<file path="src/rtl/ifu_prefetch_pkg.sv">
// Shared types and defaults for the instruction prefetch stage.
package ifu_prefetch_pkg;

  localparam int          ADDR_W       = 32;
  localparam int          INSTR_W      = 32;
  localparam logic [31:0] RESET_PC_DEF = 32'h0000_3000;

  // One buffered fetch: the PC it was read from and the returned word.
  typedef struct packed {
    logic [ADDR_W-1:0]  pc;
    logic [INSTR_W-1:0] instr;
  } fetch_entry_t;

endpackage

</file>
<file path="src/rtl/ifu_prefetch_fifo.sv">
// Small {pc, instr} FIFO; head is read straight from registered storage.
module ifu_prefetch_fifo
  import ifu_prefetch_pkg::*;
#(
  parameter  int DEPTH = 4,
  localparam int PW    = $clog2(DEPTH),
  localparam int CW    = PW + 1
) (
  input  logic         clk,
  input  logic         reset,
  input  logic         flush,
  input  logic         push,
  input  fetch_entry_t push_data,
  input  logic         pop,
  output fetch_entry_t head,
  output logic         full,
  output logic         empty,
  output logic [CW-1:0] count
);

  fetch_entry_t  mem_q [DEPTH];
  fetch_entry_t  mem_d [DEPTH];
  logic [PW-1:0] wr_ptr_q, wr_ptr_d;
  logic [PW-1:0] rd_ptr_q, rd_ptr_d;
  logic [CW-1:0] count_q, count_d;
  logic          do_push, do_pop;

  assign full  = (count_q == CW'(DEPTH));
  assign empty = (count_q == '0);
  assign count = count_q;
  assign head  = mem_q[rd_ptr_q];

  // Next-state: flush drops everything and ignores a same-cycle push/pop.
  always_comb begin
    do_pop   = pop & !empty;
    do_push  = push & (!full | do_pop);
    mem_d    = mem_q;
    wr_ptr_d = wr_ptr_q;
    rd_ptr_d = rd_ptr_q;
    count_d  = count_q;
    if (flush) begin
      wr_ptr_d = '0;
      rd_ptr_d = '0;
      count_d  = '0;
    end else begin
      if (do_push) begin
        mem_d[wr_ptr_q] = push_data;
        wr_ptr_d        = wr_ptr_q + PW'(1);
      end
      if (do_pop) rd_ptr_d = rd_ptr_q + PW'(1);
      count_d = count_q + CW'(do_push) - CW'(do_pop);
    end
  end

  // Storage and pointers; storage is cleared on reset so the head reads zero.
  always_ff @(posedge clk) begin
    if (reset) begin
      for (int i = 0; i < DEPTH; i++) mem_q[i] <= '0;
      wr_ptr_q <= '0;
      rd_ptr_q <= '0;
      count_q  <= '0;
    end else begin
      mem_q    <= mem_d;
      wr_ptr_q <= wr_ptr_d;
      rd_ptr_q <= rd_ptr_d;
      count_q  <= count_d;
    end
  end

endmodule

</file>
<file path="src/rtl/ifu_prefetch.sv">
// Instruction prefetch: owns the fetch PC, reads the 1-cycle ROM and
// queues {pc, instr} for decode. Redirect flushes queued and in-flight work.
module ifu_prefetch
  import ifu_prefetch_pkg::*;
#(
  parameter int          DEPTH    = 4,
  parameter logic [31:0] RESET_PC = RESET_PC_DEF
) (
  input  logic                clk,
  input  logic                reset,
  output logic                im_req,
  output logic [ADDR_W-1:0]   im_addr,
  input  logic [INSTR_W-1:0]  im_rdata,
  input  logic                redirect_valid,
  input  logic [ADDR_W-1:0]   redirect_pc,
  output logic                out_valid,
  output logic [ADDR_W-1:0]   out_pc,
  output logic [INSTR_W-1:0]  out_instr,
  input  logic                out_ready
);

  localparam int CW = $clog2(DEPTH) + 1;
  localparam int UW = CW + 1;

  logic [ADDR_W-1:0] fetch_pc_q, fetch_pc_d;
  logic [ADDR_W-1:0] pc_of_req_q, pc_of_req_d;
  logic              inflight_q, inflight_d;
  logic              epoch_q, epoch_d;
  logic              req_epoch_q, req_epoch_d;

  logic [CW-1:0]     fifo_count;
  logic              fifo_full, fifo_empty;
  logic [UW-1:0]     used;
  logic              push, pop;
  fetch_entry_t      push_data, head;

  // Credit: queued plus in-flight must leave room; a pop this cycle earns no credit.
  always_comb begin
    used   = {1'b0, fifo_count} + UW'(inflight_q);
    im_req = !reset && !redirect_valid && !fifo_full && (used < UW'(DEPTH));
  end

  assign im_addr   = fetch_pc_q;
  assign push      = inflight_q && (req_epoch_q == epoch_q);
  assign push_data = '{pc: pc_of_req_q, instr: im_rdata};
  assign pop       = out_valid && out_ready;
  assign out_valid = !fifo_empty;
  assign out_pc    = head.pc;
  assign out_instr = head.instr;

  // Fetch-PC / request tracking; the epoch tags each request so a response
  // issued before a redirect can never land in the new stream.
  always_comb begin
    fetch_pc_d  = fetch_pc_q;
    pc_of_req_d = pc_of_req_q;
    req_epoch_d = req_epoch_q;
    inflight_d  = im_req;
    epoch_d     = epoch_q ^ redirect_valid;
    if (redirect_valid) begin
      fetch_pc_d = redirect_pc & ~32'h3;
    end else if (im_req) begin
      fetch_pc_d  = fetch_pc_q + 32'd4;
      pc_of_req_d = fetch_pc_q;
      req_epoch_d = epoch_q;
    end
  end

  // Control registers; reset beats redirect.
  always_ff @(posedge clk) begin
    if (reset) begin
      fetch_pc_q  <= RESET_PC;
      pc_of_req_q <= '0;
      inflight_q  <= 1'b0;
      epoch_q     <= 1'b0;
      req_epoch_q <= 1'b0;
    end else begin
      fetch_pc_q  <= fetch_pc_d;
      pc_of_req_q <= pc_of_req_d;
      inflight_q  <= inflight_d;
      epoch_q     <= epoch_d;
      req_epoch_q <= req_epoch_d;
    end
  end

  ifu_prefetch_fifo #(.DEPTH(DEPTH)) u_fifo (
    .clk       (clk),
    .reset     (reset),
    .flush     (redirect_valid),
    .push      (push),
    .push_data (push_data),
    .pop       (pop),
    .head      (head),
    .full      (fifo_full),
    .empty     (fifo_empty),
    .count     (fifo_count)
  );

endmodule
</file>
<file path="config.mk">
export PLATFORM = sky130hd
export DESIGN_NAME = ifu_prefetch
export DESIGN_NICKNAME = d
export VERILOG_FILES = /design/src/rtl/ifu_prefetch_pkg.sv /design/src/rtl/ifu_prefetch_fifo.sv /design/src/rtl/ifu_prefetch.sv
export SDC_FILE = /design/constraint.sdc
export NUM_CORES = 1
export LEC_CHECK = 0
export CORE_ASPECT_RATIO = 0.75
export CORE_MARGIN = 5
export CORE_UTILIZATION = 58
export CTS_BUF_LIST = sky130_fd_sc_hd__clkbuf_8
export DETAILED_ROUTE_END_ITERATION = 12
export MAX_ROUTING_LAYER = met4
export PLACE_DENSITY = 0.85
export SLEW_MARGIN = 20
export SYNTH_ARGS = -nofsm -noshare
export SYNTH_HDL_FRONTEND = slang
export SYNTH_SLANG_ARGS = --single-unit
export TNS_END_PERCENT = 50
</file>
<file path="constraint.sdc">
create_clock -name clk -period 2.5 [get_ports clk]
set_input_delay 0.5 -clock clk [delete_from_list [all_inputs] [get_ports clk]]
set_output_delay 0.5 -clock clk [all_outputs]
set_load 0.02 [all_outputs]
</file>
Word level (Yosys, flattened, before mapping)
Index checks and enable logic that the tools add are counted.
{"block": "classes", "add_sub_neg": 6, "n_lt_le_gt_ge": 4, "n_eq_ne": 2, "n_mux": 8, "bitwise_logic": 7, "n_reduce_logical": 15}
{"cell": "bitwise mux 256 bit", "n": 1}
{"cell": "2-to-1 mux 64 bit", "n": 3}
{"cell": "binary-select mux 64 bit (select 2 bit)", "n": 1}
{"cell": "demux 64 bit (select 2 bit)", "n": 1}
{"cell": "2-to-1 mux 32 bit", "n": 2}
{"cell": "adder 32 x 3 -> 32 bit (second input constant)", "n": 1}
{"cell": ">= comparator 3 bit (second input constant)", "n": 2}
{"cell": "logical AND 1 bit", "n": 6}
{"cell": "NOT 2 -> 3 bit", "n": 2}
{"cell": "adder 2 x 1 -> 2 bit (second input constant)", "n": 2}
{"cell": "adder 3 x 1 -> 4 bit", "n": 1}
{"cell": "zero test 1 bit", "n": 4}
{"cell": "less-than comparator 4 x 3 -> 1 bit (second input constant)", "n": 1}
{"cell": "AND reduction 2 bit", "n": 2}
{"cell": "adder 3 x 1 -> 3 bit", "n": 1}
{"cell": "== test 3 bit (second input constant)", "n": 1}
{"cell": "zero test 3 bit", "n": 1}
{"cell": "less-than comparator 3 x 1 -> 1 bit (second input constant)", "n": 1}
{"cell": "subtractor 3 x 1 -> 3 bit", "n": 1}
{"cell": "bitwise AND 1 bit", "n": 2}
{"cell": "nonzero test 2 bit", "n": 1}
{"cell": "OR reduction 2 bit", "n": 1}
{"cell": "== test 1 bit", "n": 1}
{"cell": "NOT 1 bit", "n": 1}
{"cell": "2 further kinds", "n": 2}
{"block": "word_totals", "ff_bits": 330, "input_bits": 68}

Longest topological paths before layout
{"block": "logic_depth", "word_depth": 8, "mapped_depth": 9}

By module
A second synthesis with hierarchy kept.
{"block": "hier_totals", "cells_unflattened": 1409, "area_unflattened_um2": 15172.1}
{"mod": "ifu_prefetch_fifo", "n_inst": 1, "cells_per_inst": 1024, "area_each_um2": 12052.8}
{"mod": "ifu_prefetch", "n_inst": 1, "cells_per_inst": 385, "area_each_um2": 3119.2}

Worst setup path after synthesis
OpenSTA, ideal clock, no wires.
{"block": "synth_timing", "path_kind": "register to register", "start": "reg u_fifo.count_q[1], in the netlist u_fifo.count[1]", "end": "reg u_fifo.count_q[2], in the netlist u_fifo.count[2]", "setup_time_ns": 0.117, "arrival_time_ns": 2.085, "slack_ns": 0.298, "stages_incl_launch_ff": 10, "synth_period_minus_slack_ns": 2.202, "path_cell_list": "dfxtp_1 > or3_1 > and2_1 > ha_1 > inv_1 > ha_1 > inv_1 > fa_1 > xnor2_1 > nor2_1"}
{"block": "synth_via", "elab_chain_len": 8, "word_cells_on_any_way": 10, "cone_classes": "2 x add/sub; 1 x eq/ne; 3 x bitwise; 4 x reduce/logical"}
{"item": "start: declaration", "line": "ifu_prefetch_fifo.sv:25", "rtl": "logic [CW-1:0] count_q, count_d;"}
{"item": "start signal: assignment", "line": "ifu_prefetch_fifo.sv:66", "rtl": "count_q <= count_d;"}
{"item": "zero test 3 bit *", "line": "ifu_prefetch_fifo.sv:29", "rtl": "assign empty = (count_q == '0);"}
{"item": "zero test 1 bit *", "line": "ifu_prefetch.sv:47", "rtl": "assign out_valid = !fifo_empty;"}
{"item": "via out_valid", "line": "ifu_prefetch.sv:16", "rtl": "output logic out_valid,"}
{"item": "logical AND 1 bit", "line": "ifu_prefetch.sv:46", "rtl": "assign pop = out_valid && out_ready;"}
{"item": "bitwise AND 1 bit *", "line": "ifu_prefetch_fifo.sv:35", "rtl": "do_pop = pop & !empty;"}
{"item": "via u_fifo.do_pop", "line": "ifu_prefetch_fifo.sv:26", "rtl": "logic do_push, do_pop;"}
{"item": "OR 1 bit", "line": "ifu_prefetch_fifo.sv:36", "rtl": "do_push = push & (!full | do_pop);"}
{"item": "bitwise AND 1 bit", "line": "ifu_prefetch_fifo.sv:36"}
{"item": "adder 3 x 1 -> 3 bit", "line": "ifu_prefetch_fifo.sv:51", "rtl": "count_d = count_q + CW'(do_push) - CW'(do_pop);"}
{"item": "subtractor 3 x 1 -> 3 bit *", "line": "ifu_prefetch_fifo.sv:51"}
Mark *: on every way through the listed nets, which the timed path passes. The rest lies on a longest branch.
A chain may end at the register's enable or synchronous reset.

Final worst setup path
{"block": "layout_timing", "start": "reg u_fifo.rd_ptr_q[0]", "end": "out out_instr[12]"}
{"block": "layout_via", "elab_chain_len": 4}
{"item": "start: declaration", "line": "ifu_prefetch_fifo.sv:24", "rtl": "logic [PW-1:0] rd_ptr_q, rd_ptr_d;"}
{"item": "start signal: assignment", "line": "ifu_prefetch_fifo.sv:65", "rtl": "rd_ptr_q <= rd_ptr_d;"}
{"item": "NOT 2 -> 3 bit (implied by the code)", "line": "ifu_prefetch_fifo.sv:31", "rtl": "assign head = mem_q[rd_ptr_q];"}
{"item": "binary-select mux 64 bit (select 2 bit)", "line": "ifu_prefetch_fifo.sv:31"}
{"item": "2-to-1 mux 64 bit (implied by the code) (2 in series)", "line": "ifu_prefetch_fifo.sv:31"}
{"item": "end: declaration", "line": "ifu_prefetch.sv:18", "rtl": "output logic [INSTR_W-1:0] out_instr,"}
No other way between the ends. The select of a mux whose other input is x is not followed.

==> results by group <==
Status
  • Status: finished, violations left
  • Failing checks: negative setup slack

Synth
  • Sequential share of the synthesized area: 47.88%
  • Mux cell area share after synthesis: 10.66%
  • Simple-gate share of the synthesized area: 21.73%
  • Ys flop type: dfxtp_1
  • Main combinational cell family by area after synthesis: simple AND/OR/NAND/NOR gates
  • Synthesized cell area: 13300 um^2
  • Post-Synth Adder-Cell Area: 0.9034%
  • Synth Register Bits: 318
  • Syn Area/Cell: 8.448 um^2
  • XOR/XNOR share of the synthesized area: 1.186%
  • Compound-Gate Fraction of Synth Area: 13.05%
  • Warnings from Yosys: 0
  • Mapped Cells: 1574
  • EDFF count, synth: 0
  • Post-synth ARST share: 0%
  • Netlist cell types: 53

Routing
  • Initial DRC Count: 1270
  • Vias: 12010
  • Post-route ant nets: 0
  • Detail-routed net length per standard cell: 18.00 um
  • Residual DRC: 0
  • Pre-Repair DR Iteration Count: 6
  • Final WL: 37.35 mm
  • DR vias/cell: 5.790

Clock network
  • Clk buf depth: 3
  • Worst skew pair latency: 0.56 ns
  • TritonCTS sink count: 318
  • Clk pin slew, worst setup/hold paths: 0.06 ns
  • Hold_buf cts: 0
  • CTS root buf: clkbuf_8
  • H-tree levels: 2
  • TritonCTS clock tree: yes
  • CTS buffer count: 48

Pwr
  • Leak pwr: 0.005836 uW
  • P per Cell Area: 622.6 nW/um^2
  • Switching Fraction: 24.39%
  • Sequential power share: 50.7%
  • Total power: 10330 uW
  • Internal: 7814 uW
  • Switching power: 2521 uW
  • Clock power frac: 41.0%
  • Logic gate share of total power: 8.3%
  • IR drop worst, VDD: 0.3786 mV

Critical path
  • Setup crit end kind: primary output
  • Worst EP arrival: 2.08 ns
  • CP required: 2.00 ns
  • CP Max Fanout: 9
  • Setup CP Type: reg2out
  • Worst Setup Start Kind: flip-flop

GRT
  • Antenna violations before repair: 1
  • Vias in the first global route: 11960
  • Total track usage: 28.89%
  • Largest net degree at the start of global routing: 246
  • GR Overflow Total: 0
  • Global-route wire length before repair: 60.18 mm

Final layout
  • Fin area: 16600 um^2
  • Layout cells sized above 1: 16.97%
  • Area grow syn2layout: 24.83%
  • Final nets: 1819
  • # fillers: 1610

STA
  • RSZ-0062 raised after global routing: true
  • Peak Freq: 388.3 MHz
  • Final Hold Fails: 0
  • Slew margin rel.: 24.59%
  • Period minus WS final: 2.575 ns
  • Setup TNS: -0.6541 ns
  • Final setup violating endpoints: 20
  • Clk_skew: 0.01403 ns
  • Fin. max-slew vios: 0
  • Worst Max-Slew Pin Slew: 1.131 ns
  • Period utilization: 103.0%
  • Post-route worst setup slack: -0.07549 ns

Place
  • Port Buf Inserts: 159
  • Post-DP Area: 15450 um^2
  • Placer Congestion: 0.8977
  • Dpl hpwl: 22.82 mm

Worst hold path
  • Hold Path Class: in2reg

Floorplanning
  • Core ar.: 22760 um^2
  • Die area: 26080 um^2
  • DIE HEIGHT: 141.1 um
  • FP Rows: 48
  • # IOs: 166
  • Starting Density: 58.42%
  • Die Width: 184.8 um

Run
  • Max cap viols: 0
[sequential cells by signal, indices dropped and copies added, names as in the netlist]
register,cells
inflight_q,1
u_fifo.wr_ptr_q,2
epoch_q,1
u_fifo.mem_q,248
u_fifo.rd_ptr_q,2
im_addr,30
req_epoch_q,1
pc_of_req_q,30
u_fifo.count,3
[area by class of cell]
class / instances / area [um^2] / area share, %
sequential: 318 / 6379 / 38.43
tap: 300 / 375.4 / 2.261
multi-input combinational: 1120 / 6361 / 38.32
clock inverter: 21 / 111.4 / 0.6709
clock buffer: 61 / 839.6 / 5.058
timing repair buffer: 239 / 2474 / 14.90
antenna: 1 / 2.502 / 0.01508
inverter: 15 / 56.30 / 0.3392
[critical path, cell delays in order, from the launching register on]
cell and delay (ns):
dfxtp_4 0.38, buf_12 0.12, buf_12 0.10, buf_12 0.12, buf_4 0.12, mux4_2 0.52
buf_6 0.15
[placed cells by master, fill, tap and decap left out, types with 4 or more instances in the layout]
cell	instances
a211oi_1	11
dfxtp_1	314
clkbuf_8	61
o211ai_1	11
xnor2_1	5
clkinv_2	5
buf_4	46
nand4_1	15
nand2_1	588
ha_1	8
xor2_1	13
buf_2	38
nor4_1	4
mux4_2	62
or3_1	8
nand2_2	5
conb_1	4
clkdlybuf4s50_1	94
buf_6	24
buf_12	30
a31oi_1	12
nand3_1	18
nor2_1	26
a21oi_1	286
inv_1	30
and2_2	4
[cell families (layout without fill, tap and decap cells)]
group	Yosys count	count (layout)
flip-flops	318	318
AO/OA/AOI/OAI	327	327
other	1	5
multiplexers	64	64
buffers and inverters	139	336
XOR/XNOR	18	18
adder cells (fa/ha/maj)	9	9
AND/OR/NAND/NOR	698	698
[worst paths after layout]
check | start | end | slack, ns | cells after the start
max | u_fifo.rd_ptr_q[0] | out_instr[12] | -0.08 | 6
min | reset | pc_of_req_q[13] | 0.10 | 2
max reg2reg | u_fifo.count[0] | u_fifo.count[2] | 0.30 | 9
min reg2reg | u_fifo.mem_q[23] | u_fifo.mem_q[23] | 0.45 | 2
[synthesized netlist by cell type (3+ instances only)]
| cell | instances | area share, % |
|---|---|---|
| ha_1 | 8 | 0.75 |
| nand4_1 | 15 | 0.71 |
| xor2_1 | 13 | 0.86 |
| and3_1 | 3 | 0.14 |
| or3_1 | 8 | 0.38 |
| clkbuf_1 | 74 | 2.1 |
| mux4_2 | 62 | 11 |
| nand2_1 | 592 | 17 |
| nor3_1 | 3 | 0.11 |
| buf_2 | 41 | 1.5 |
| buf_4 | 5 | 0.28 |
| a211oi_1 | 11 | 0.62 |
| a31oi_1 | 12 | 0.56 |
| nand3_1 | 18 | 0.68 |
| xnor2_1 | 5 | 0.33 |
| dfxtp_1 | 318 | 48 |
| inv_1 | 15 | 0.42 |
| and2_1 | 6 | 0.28 |
| nand2b_1 | 3 | 0.14 |
| nor4_1 | 4 | 0.19 |
| o211ai_1 | 11 | 0.62 |
| a21oi_1 | 286 | 11 |
| nor2_1 | 26 | 0.73 |
[power by group through the flow]
stage / Clock (uW) / Sequential, uW / Combinational [uW]
2_1_floorplan: 0 / 5360 / 407
3_3_place_gp: 0 / 5350 / 797
3_5_place_dp: 0 / 5350 / 811
4_1_cts: 4280 / 5240 / 833
5_1_grt: 4510 / 5250 / 923
6_report: 4230 / 5240 / 859
[per-stage QoR]
step	hold WS (ns)	util [%]	cells	setup slack, ns
6_report	0.1026	72.92	2075	-0.07549
3_5_place_dp	0.4453	67.89	1963	-0.1601
2_1_floorplan	0.4331	-	1577	0.2979
4_1_cts	0.07306	71.97	2062	-0.1580
3_3_place_gp	0.4384	67.89	1963	-0.1809
5_1_grt	0.08698	72.92	2075	-0.1222
[per-layer routing]
layer / routed length (um) / vias to the layer above / track usage, % / share of wire [%]
met2: 18240 / 548 / 46.94 / 49
met3: 3053 / 70 / 4.772 / 8.2
li1: - / 5648 / - / -
met4: 756 / 0 / 9.614 / 2.0
met1: 15300 / 5748 / 37.13 / 41
met5: 0 / - / - / 0
[repair_timing]
action                     in CTS  in global routing
cloned                          3                  0
setup endpoints to repair      63                 55
gates resized for setup       262                 49
buffers inserted               14                 13
Power figures use the tool's default switching activity.
